===== src/rtl/pixel_writer_pkg.sv =====
// Shared types for the pixel writer: FSM state encoding and the request word
// stored in the FIFO.
package pixel_writer_pkg;

    localparam int ADDR_W  = 16;
    localparam int COLOR_W = 24;

    typedef enum logic [1:0] {
        IDLE   = 2'd0,
        SETUP  = 2'd1,
        STROBE = 2'd2,
        NEXT   = 2'd3
    } state_t;

    typedef struct packed {
        logic               fill;
        logic [ADDR_W-1:0]  addr;
        logic [COLOR_W-1:0] color;
    } req_t;

    localparam int REQ_W = $bits(req_t);

endpackage


===== src/rtl/sync_fifo.sv =====
// Single-clock FIFO, power-of-two depth. A push into a full FIFO is taken
// when a pop happens in the same cycle, so the count stays unchanged.
module sync_fifo #(
    parameter int WIDTH = 8,
    parameter int DEPTH = 4
) (
    input  logic             clk,
    input  logic             rst_n,
    input  logic             push,
    input  logic [WIDTH-1:0] din,
    input  logic             pop,
    output logic [WIDTH-1:0] dout,
    output logic             full,
    output logic             empty
);
    localparam int PW = $clog2(DEPTH);

    logic [WIDTH-1:0] mem [DEPTH];
    logic [PW-1:0]    wr_ptr, rd_ptr;
    logic [PW:0]      count;
    logic             do_push, do_pop;

    assign do_pop  = pop && !empty;
    assign do_push = push && (!full || do_pop);
    assign full    = (count == (PW+1)'(DEPTH));
    assign empty   = (count == '0);
    assign dout    = mem[rd_ptr];

    always_ff @(posedge clk or negedge rst_n) begin
        if (!rst_n) begin
            wr_ptr <= '0;
            rd_ptr <= '0;
            count  <= '0;
        end else begin
            if (do_push) wr_ptr <= wr_ptr + 1'b1;
            if (do_pop)  rd_ptr <= rd_ptr + 1'b1;
            case ({do_push, do_pop})
                2'b10:   count <= count + 1'b1;
                2'b01:   count <= count - 1'b1;
                default: count <= count;
            endcase
        end
    end

    always_ff @(posedge clk) begin
        if (do_push) mem[wr_ptr] <= din;
    end

endmodule


===== src/rtl/pixel_writer.sv =====
// Queues pixel write/fill requests and replays them to a neopixel driver as
// address/color with a slow setup/strobe handshake on color_clock.
import pixel_writer_pkg::*;

module pixel_writer #(
    parameter int NUM_LEDS      = 128,
    parameter int FIFO_DEPTH    = 4,
    parameter int STROBE_CYCLES = 4
) (
    input  logic               clk,
    input  logic               rst_n,
    input  logic               in_valid,
    output logic               in_ready,
    input  logic               in_fill,
    input  logic [ADDR_W-1:0]  in_addr,
    input  logic [COLOR_W-1:0] in_color,
    output logic [ADDR_W-1:0]  address,
    output logic [COLOR_W-1:0] color,
    output logic               color_clock,
    output logic               busy,
    output logic               err_addr
);
    localparam int               CNT_W     = $clog2(STROBE_CYCLES + 1);
    localparam logic [ADDR_W-1:0] LAST_ADDR = ADDR_W'(NUM_LEDS - 1);

    state_t            state, state_nxt;
    req_t              wr_req, head;
    logic              fifo_full, fifo_empty, push, pop;
    logic              ready_en, fill_q, load, step, drop;
    logic [CNT_W-1:0]  cnt;
    logic              cnt_done, head_bad, fill_more;

    assign wr_req   = '{fill: in_fill, addr: in_addr, color: in_color};
    // ready_en keeps in_ready low until the first edge after reset release
    assign in_ready = ready_en && !fifo_full;
    assign push     = in_valid && in_ready;

    sync_fifo #(.WIDTH(REQ_W), .DEPTH(FIFO_DEPTH)) u_fifo (
        .clk   (clk),
        .rst_n (rst_n),
        .push  (push),
        .din   (wr_req),
        .pop   (pop),
        .dout  (head),
        .full  (fifo_full),
        .empty (fifo_empty)
    );

    assign cnt_done  = (cnt == CNT_W'(STROBE_CYCLES - 1));
    assign head_bad  = !head.fill && (head.addr > LAST_ADDR);
    assign fill_more = fill_q && (address < LAST_ADDR);

    always_ff @(posedge clk or negedge rst_n) begin
        if (!rst_n) state <= IDLE;
        else        state <= state_nxt;
    end

    always_comb begin
        state_nxt = state;
        pop       = 1'b0;
        load      = 1'b0;
        step      = 1'b0;
        drop      = 1'b0;
        case (state)
            IDLE: if (!fifo_empty) begin
                pop = 1'b1;
                if (head_bad) drop = 1'b1;
                else begin
                    load      = 1'b1;
                    state_nxt = SETUP;
                end
            end
            SETUP:  if (cnt_done) state_nxt = STROBE;
            STROBE: if (cnt_done) state_nxt = NEXT;
            NEXT: begin
                if (fill_more) begin
                    step      = 1'b1;
                    state_nxt = SETUP;
                end else if (!fifo_empty) begin
                    pop = 1'b1;
                    if (head_bad) begin
                        drop      = 1'b1;
                        state_nxt = IDLE;
                    end else begin
                        load      = 1'b1;
                        state_nxt = SETUP;
                    end
                end else begin
                    state_nxt = IDLE;
                end
            end
            default: state_nxt = IDLE;
        endcase
    end

    always_comb begin
        color_clock = (state == STROBE);
        busy        = !fifo_empty || (state != IDLE);
    end

    always_ff @(posedge clk or negedge rst_n) begin
        if (!rst_n) begin
            ready_en <= 1'b0;
            cnt      <= '0;
            address  <= '0;
            color    <= '0;
            fill_q   <= 1'b0;
            err_addr <= 1'b0;
        end else begin
            ready_en <= 1'b1;
            err_addr <= drop;
            if ((state == SETUP || state == STROBE) && !cnt_done) cnt <= cnt + 1'b1;
            else                                                  cnt <= '0;
            if (load) begin
                address <= head.fill ? '0 : head.addr;
                color   <= head.color;
                fill_q  <= head.fill;
            end else if (step) begin
                address <= address + 1'b1;
            end
        end
    end

endmodule


===== config.mk =====
export PLATFORM = sky130hd
export DESIGN_NAME = pixel_writer
export DESIGN_NICKNAME = d
export VERILOG_FILES = /design/src/rtl/pixel_writer_pkg.sv /design/src/rtl/sync_fifo.sv /design/src/rtl/pixel_writer.sv
export SDC_FILE = /design/constraint.sdc
export NUM_CORES = 1
export LEC_CHECK = 0
export CAP_MARGIN = 20
export CORE_UTILIZATION = 51
export DETAILED_ROUTE_END_ITERATION = 8
export GPL_ROUTABILITY_DRIVEN = 1
export PLACE_DENSITY = 0.83
export SYNTH_ARGS = -nofsm -noshare
export SYNTH_HDL_FRONTEND = slang
export SYNTH_HIERARCHICAL = 1
export SYNTH_SLANG_ARGS = --single-unit

===== constraint.sdc =====
create_clock -name clk -period 2.8 [get_ports clk]
set_clock_uncertainty 0.1 [all_clocks]
set_input_delay 0.56 -clock clk [delete_from_list [all_inputs] [get_ports clk]]
set_output_delay 0.56 -clock clk [all_outputs]
set_load 0.02 [all_outputs]

==> impl_metrics.prom <==
# TYPE chip_impl_metric gauge
chip_impl_metric{name="synth_area_per_cell",unit="sq um"} 20.6
chip_impl_info{name="synth_area_leader_cell",value="edfxtp_1"} 1
chip_impl_metric{name="post_layout_minimum_cycle_time",unit="ps"} 2740
chip_impl_info{name="critical_path.endpoint_type",value="register"} 1
chip_impl_info{name="critPathKind",value="reg -> reg"} 1
chip_impl_metric{name="maxSlewHeadroom",unit="%"} 50.6
chip_impl_metric{name="placed_cell_area",unit="sq um"} 10000
chip_impl_metric{name="ff_latch_area",unit="sq um"} 6310
chip_impl_metric{name="synthesized_net_count",unit=""} 475
chip_impl_info{name="timing.critical_path.slowest_stage_cell",value="dfrtp_1"} 1
chip_impl_metric{name="area_delta_synth_final",unit="%"} 26.5
chip_impl_info{name="kind_of_path_behind_the_tightest_hold_check",value="in -> async"} 1
chip_impl_info{name="ys_dominant_reg_cell",value="edfxtp_1"} 1
chip_impl_metric{name="floorplan.initialDensity",unit="%"} 52.1
chip_impl_metric{name="route.detailed.vias_per_inst",unit=""} 5.46
chip_impl_metric{name="synth_seq_area_share",unit="%"} 73.2
chip_impl_metric{name="max_slew_violation_count",unit=""} 0
chip_impl_info{name="rsz0062_at_grt",value="yes"} 1
chip_impl_metric{name="num_vias",unit=""} 4298
chip_impl_metric{name="netlist_instances",unit=""} 417
chip_impl_info{name="synth.area.top_cells",value="edfxtp_1 57%, dfrtp_1 16%, mux4_2 11%"} 1
chip_impl_metric{name="finalWirelength",unit="microns"} 15700
chip_impl_metric{name="synth_edf_count",unit=""} 164
chip_impl_metric{name="layout.core_utilization",unit="%"} 65.8
chip_impl_metric{name="grt_use_total",unit="%"} 19.0
chip_impl_metric{name="detailed_router_s_first_iteration_violation_count",unit=""} 274
chip_impl_metric{name="core_region_area",unit="sq um"} 16500
chip_impl_metric{name="cts_hold_buffers",unit=""} 0
chip_impl_info{name="critical_path.cell_chain",value="buf_4, ha_1, or3b_4, o21bai_4, o221ai_4, o21a_4, inv_1, ha_4, inv_1, fa_2, xor2_1, nor2_1, xor2_1"} 1
chip_impl_metric{name="hpwlAfterDp",unit="microns"} 10400
chip_impl_metric{name="finalHoldViolations",unit=""} 0
chip_impl_info{name="cts.root.buffer_cell",value="clkbuf_16"} 1
chip_impl_metric{name="peakVddDrop",unit="uV"} 584
chip_impl_metric{name="synth_top_area_share",unit="%"} 57.2
chip_impl_metric{name="place_ws",unit="ps"} -113
chip_impl_metric{name="max_freq",unit="MHz"} 365
chip_impl_metric{name="fin_crit_sh",unit="%"} 97.7
chip_impl_metric{name="numPortBuffers",unit=""} 87
chip_impl_metric{name="clkSlewWorstSetupHoldPaths",unit="ps"} 60
chip_impl_metric{name="clock_sinks",unit=""} 219
chip_impl_metric{name="grt_antenna_before_repair",unit=""} 0
chip_impl_metric{name="final_cells",unit=""} 787
chip_impl_info{name="cpLargestDelayFamily",value="adder cells"} 1
chip_impl_metric{name="drive_above_1_share",unit="%"} 30.5
chip_impl_metric{name="drtAntennaViolNets",unit=""} 0
chip_impl_metric{name="grt.overflow.total",unit=""} 0
chip_impl_metric{name="top_level_i_o_count",unit=""} 88
chip_impl_metric{name="worst_path_largest_cell_delay",unit="ps"} 390
chip_impl_info{name="critical_path_start_type",value="register"} 1
chip_impl_metric{name="chipWidth",unit="microns"} 132
chip_impl_metric{name="die_height",unit="microns"} 132
chip_impl_metric{name="insertion_delay",unit="ps"} 490
chip_impl_metric{name="netlist-cell-type-count",unit=""} 47
chip_impl_metric{name="placed_cells_incl_taps",unit=""} 742
chip_impl_metric{name="critical_path_peak_fanout",unit=""} 4
chip_impl_metric{name="wl_per_cell",unit="microns"} 20.0
chip_impl_metric{name="r2r.worst_path.cells",unit=""} 13
chip_impl_metric{name="cellLeakagePower",unit="nW"} 4.00
chip_impl_metric{name="warning_count_from_the_yosys_run",unit=""} 6
chip_impl_metric{name="grt_first_pass_wirelength",unit="microns"} 25400
chip_impl_metric{name="final-setup-viol-count",unit=""} 0
chip_impl_info{name="cts_tree",value="yes"} 1
chip_impl_metric{name="cp_num_buf_inv",unit=""} 3
chip_impl_metric{name="antenna-diode-count",unit=""} 0
chip_impl_metric{name="synth_area",unit="sq um"} 8600
chip_impl_metric{name="multiInputGateArea",unit="sq um"} 2230
chip_impl_metric{name="floorplan.die_area",unit="sq um"} 17400
chip_impl_metric{name="power.density",unit="nW/um^2"} 1050
chip_impl_info{name="status",value="finished clean"} 1
chip_impl_metric{name="drt_first_pass_iters",unit=""} 6
chip_impl_metric{name="ctsLongestPathBuffers",unit=""} 3
chip_impl_metric{name="total_number_of_cells_along_the_worst_setup_path",unit=""} 13
chip_impl_metric{name="fin_nets",unit=""} 609
chip_impl_metric{name="numCtsBuffers",unit=""} 22
chip_impl_metric{name="final_estimated_routing_congestion_in_global_placement",unit=""} 0.778
chip_impl_metric{name="final.fill_count",unit=""} 1039
chip_impl_metric{name="fin_setup_tns",unit="ps"} 0
chip_impl_metric{name="placementRows",unit=""} 47
chip_impl_metric{name="grt_max_degree",unit=""} 30
chip_impl_metric{name="synthArstFlopShare",unit="%"} 25.1
chip_impl_metric{name="drt_drc_violations_left",unit=""} 0
chip_impl_metric{name="critical_path_data_arrival_time",unit="ps"} 3050
chip_impl_metric{name="htreeDepth",unit=""} 1
chip_impl_metric{name="synth-seq-cells",unit=""} 219
chip_impl_metric{name="worst_slew_pin_slew",unit="ps"} 741
chip_impl_metric{name="maxCapViolCount",unit=""} 0
chip_impl_metric{name="stdcell_area",unit="sq um"} 10900
chip_impl_metric{name="worst_ep_required_time",unit="ps"} 3110
chip_impl_metric{name="setup_ws",unit="ps"} 63.0
chip_impl_metric{name="first_global_vias",unit=""} 4588
-- synth_stat cells (2+ instances only) --
cell	number
a31oi_1	2
and2_1	5
and2_2	5
and3_1	5
and3_2	3
buf_12	2
buf_2	6
clkbuf_1	4
dfrtp_1	55
edfxtp_1	164
ha_1	13
inv_1	12
mux2_2	8
mux2_4	20
mux2i_1	7
mux4_2	41
nand2_1	4
nand2b_1	7
nand4_1	4
nor2_1	8
nor2b_1	3
nor3_1	2
nor4_1	2
o21bai_1	2
or2b_1	2
xnor2_1	5
xor2_1	6
-- sequential cells by signal, indices dropped and copies added (netlist names) --
name and cells:
address 16, cnt 3, color 24, err_addr 1
fill_q 1, ready_en 1, state 2, u_fifo/count 3
u_fifo/mem 164, u_fifo/rd_ptr 2, u_fifo/wr_ptr 2
-- layout make-up --
cell class	count	share of cell area (%)
Multi-Input combinational cell	172	20.5
Tap cell	220	2.53
Inverter	12	0.414
Clock buffer	24	5.42
Clock inverter	16	1.45
Timing Repair Buffer	124	11.8
Sequential cell	219	58.0
-- repair_timing --
item                       CTS  global route
pin swaps                    1             2
resized for setup            4             4
setup endpoints to repair    5            12
cloned                       0             0
buffers inserted             4             1
-- power by group --
group          total [mW]  switching [mW]  leakage [nW]  internal (mW)
clock                2.97            1.18         0.374           1.80
combinational        3.98            1.78          1.46           2.20
sequential           4.49           0.367          2.17           4.13
-- worst reg2reg max path, delay by kind of cell (launching register included) --
kind	cells	cell delay, ps
buffers and inverters	3	300
DFF	1	390
AOI/OAI and AO/OA	3	490
xor gates and xnor gates	2	330
and+or+nand+nor	2	380
adders and majority gates	3	670
-- routing by layer --
metal / up-vias / track usage [%] / share of wire, %
met5: - / 0 / 0
met1: 2255 / 25.2 / 41
li1: 1909 / - / -
met3: 22 / 2.96 / 4.2
met2: 112 / 33.3 / 53
met4: 0 / 4.39 / 1.2
-- placed cells by master (no fill, tap or decap), types with 3 or more instances in the layout --
cell type,count
mux2_4,20
edfxtp_1,164
and3_2,3
and2_1,5
clkinv_2,8
bufinv_16,3
clkinv_1,3
dfrtp_1,53
buf_12,11
nand2_1,4
nand4_1,4
mux2i_1,7
and3_1,5
ha_1,11
nor2b_1,3
clkdlybuf4s50_1,86
buf_4,26
mux4_2,41
and2_2,5
nor2_1,8
xor2_1,6
mux2_2,8
nand2b_1,7
inv_1,10
xnor2_1,5
clkbuf_16,23
-- metrics by stage --
step	power (mW)	hold WS (ps)
finish	11.4	28.7
global route	11.9	52.3
CTS	11.5	34.6
detailed placement	8.40	327
global placement	8.22	321
floorplan	6.96	164
-- logic make-up after synthesis --
family,share of synthesized area (%)
AOI/OAI and AO/OA,1.69
xor gates and xnor gates,1.12
adders and majority gates,2.12
buffers and inverters,1.73
DFF,73.2
muxes,16.1
other,0.0436
and+or+nand+nor,3.98
-- worst paths after layout --
path	startpoint	end	slack, ps
max	state[1]$_DFFE_PN0P_	u_fifo/count[2]$_DFFE_PN0P_	60
min	rst_n	address[13]$_DFFE_PN0P_	30
max reg2reg	state[1]$_DFFE_PN0P_	u_fifo/count[2]$_DFFE_PN0P_	60
min reg2reg	cnt[0]$_DFF_PN0_	cnt[0]$_DFF_PN0_	340
max in group asynchronous	rst_n	u_fifo/rd_ptr[1]$_DFFE_PN0P_	1930
min in group clk	cnt[0]$_DFF_PN0_	cnt[0]$_DFF_PN0_	340
(Power assumes the default switching activity.)
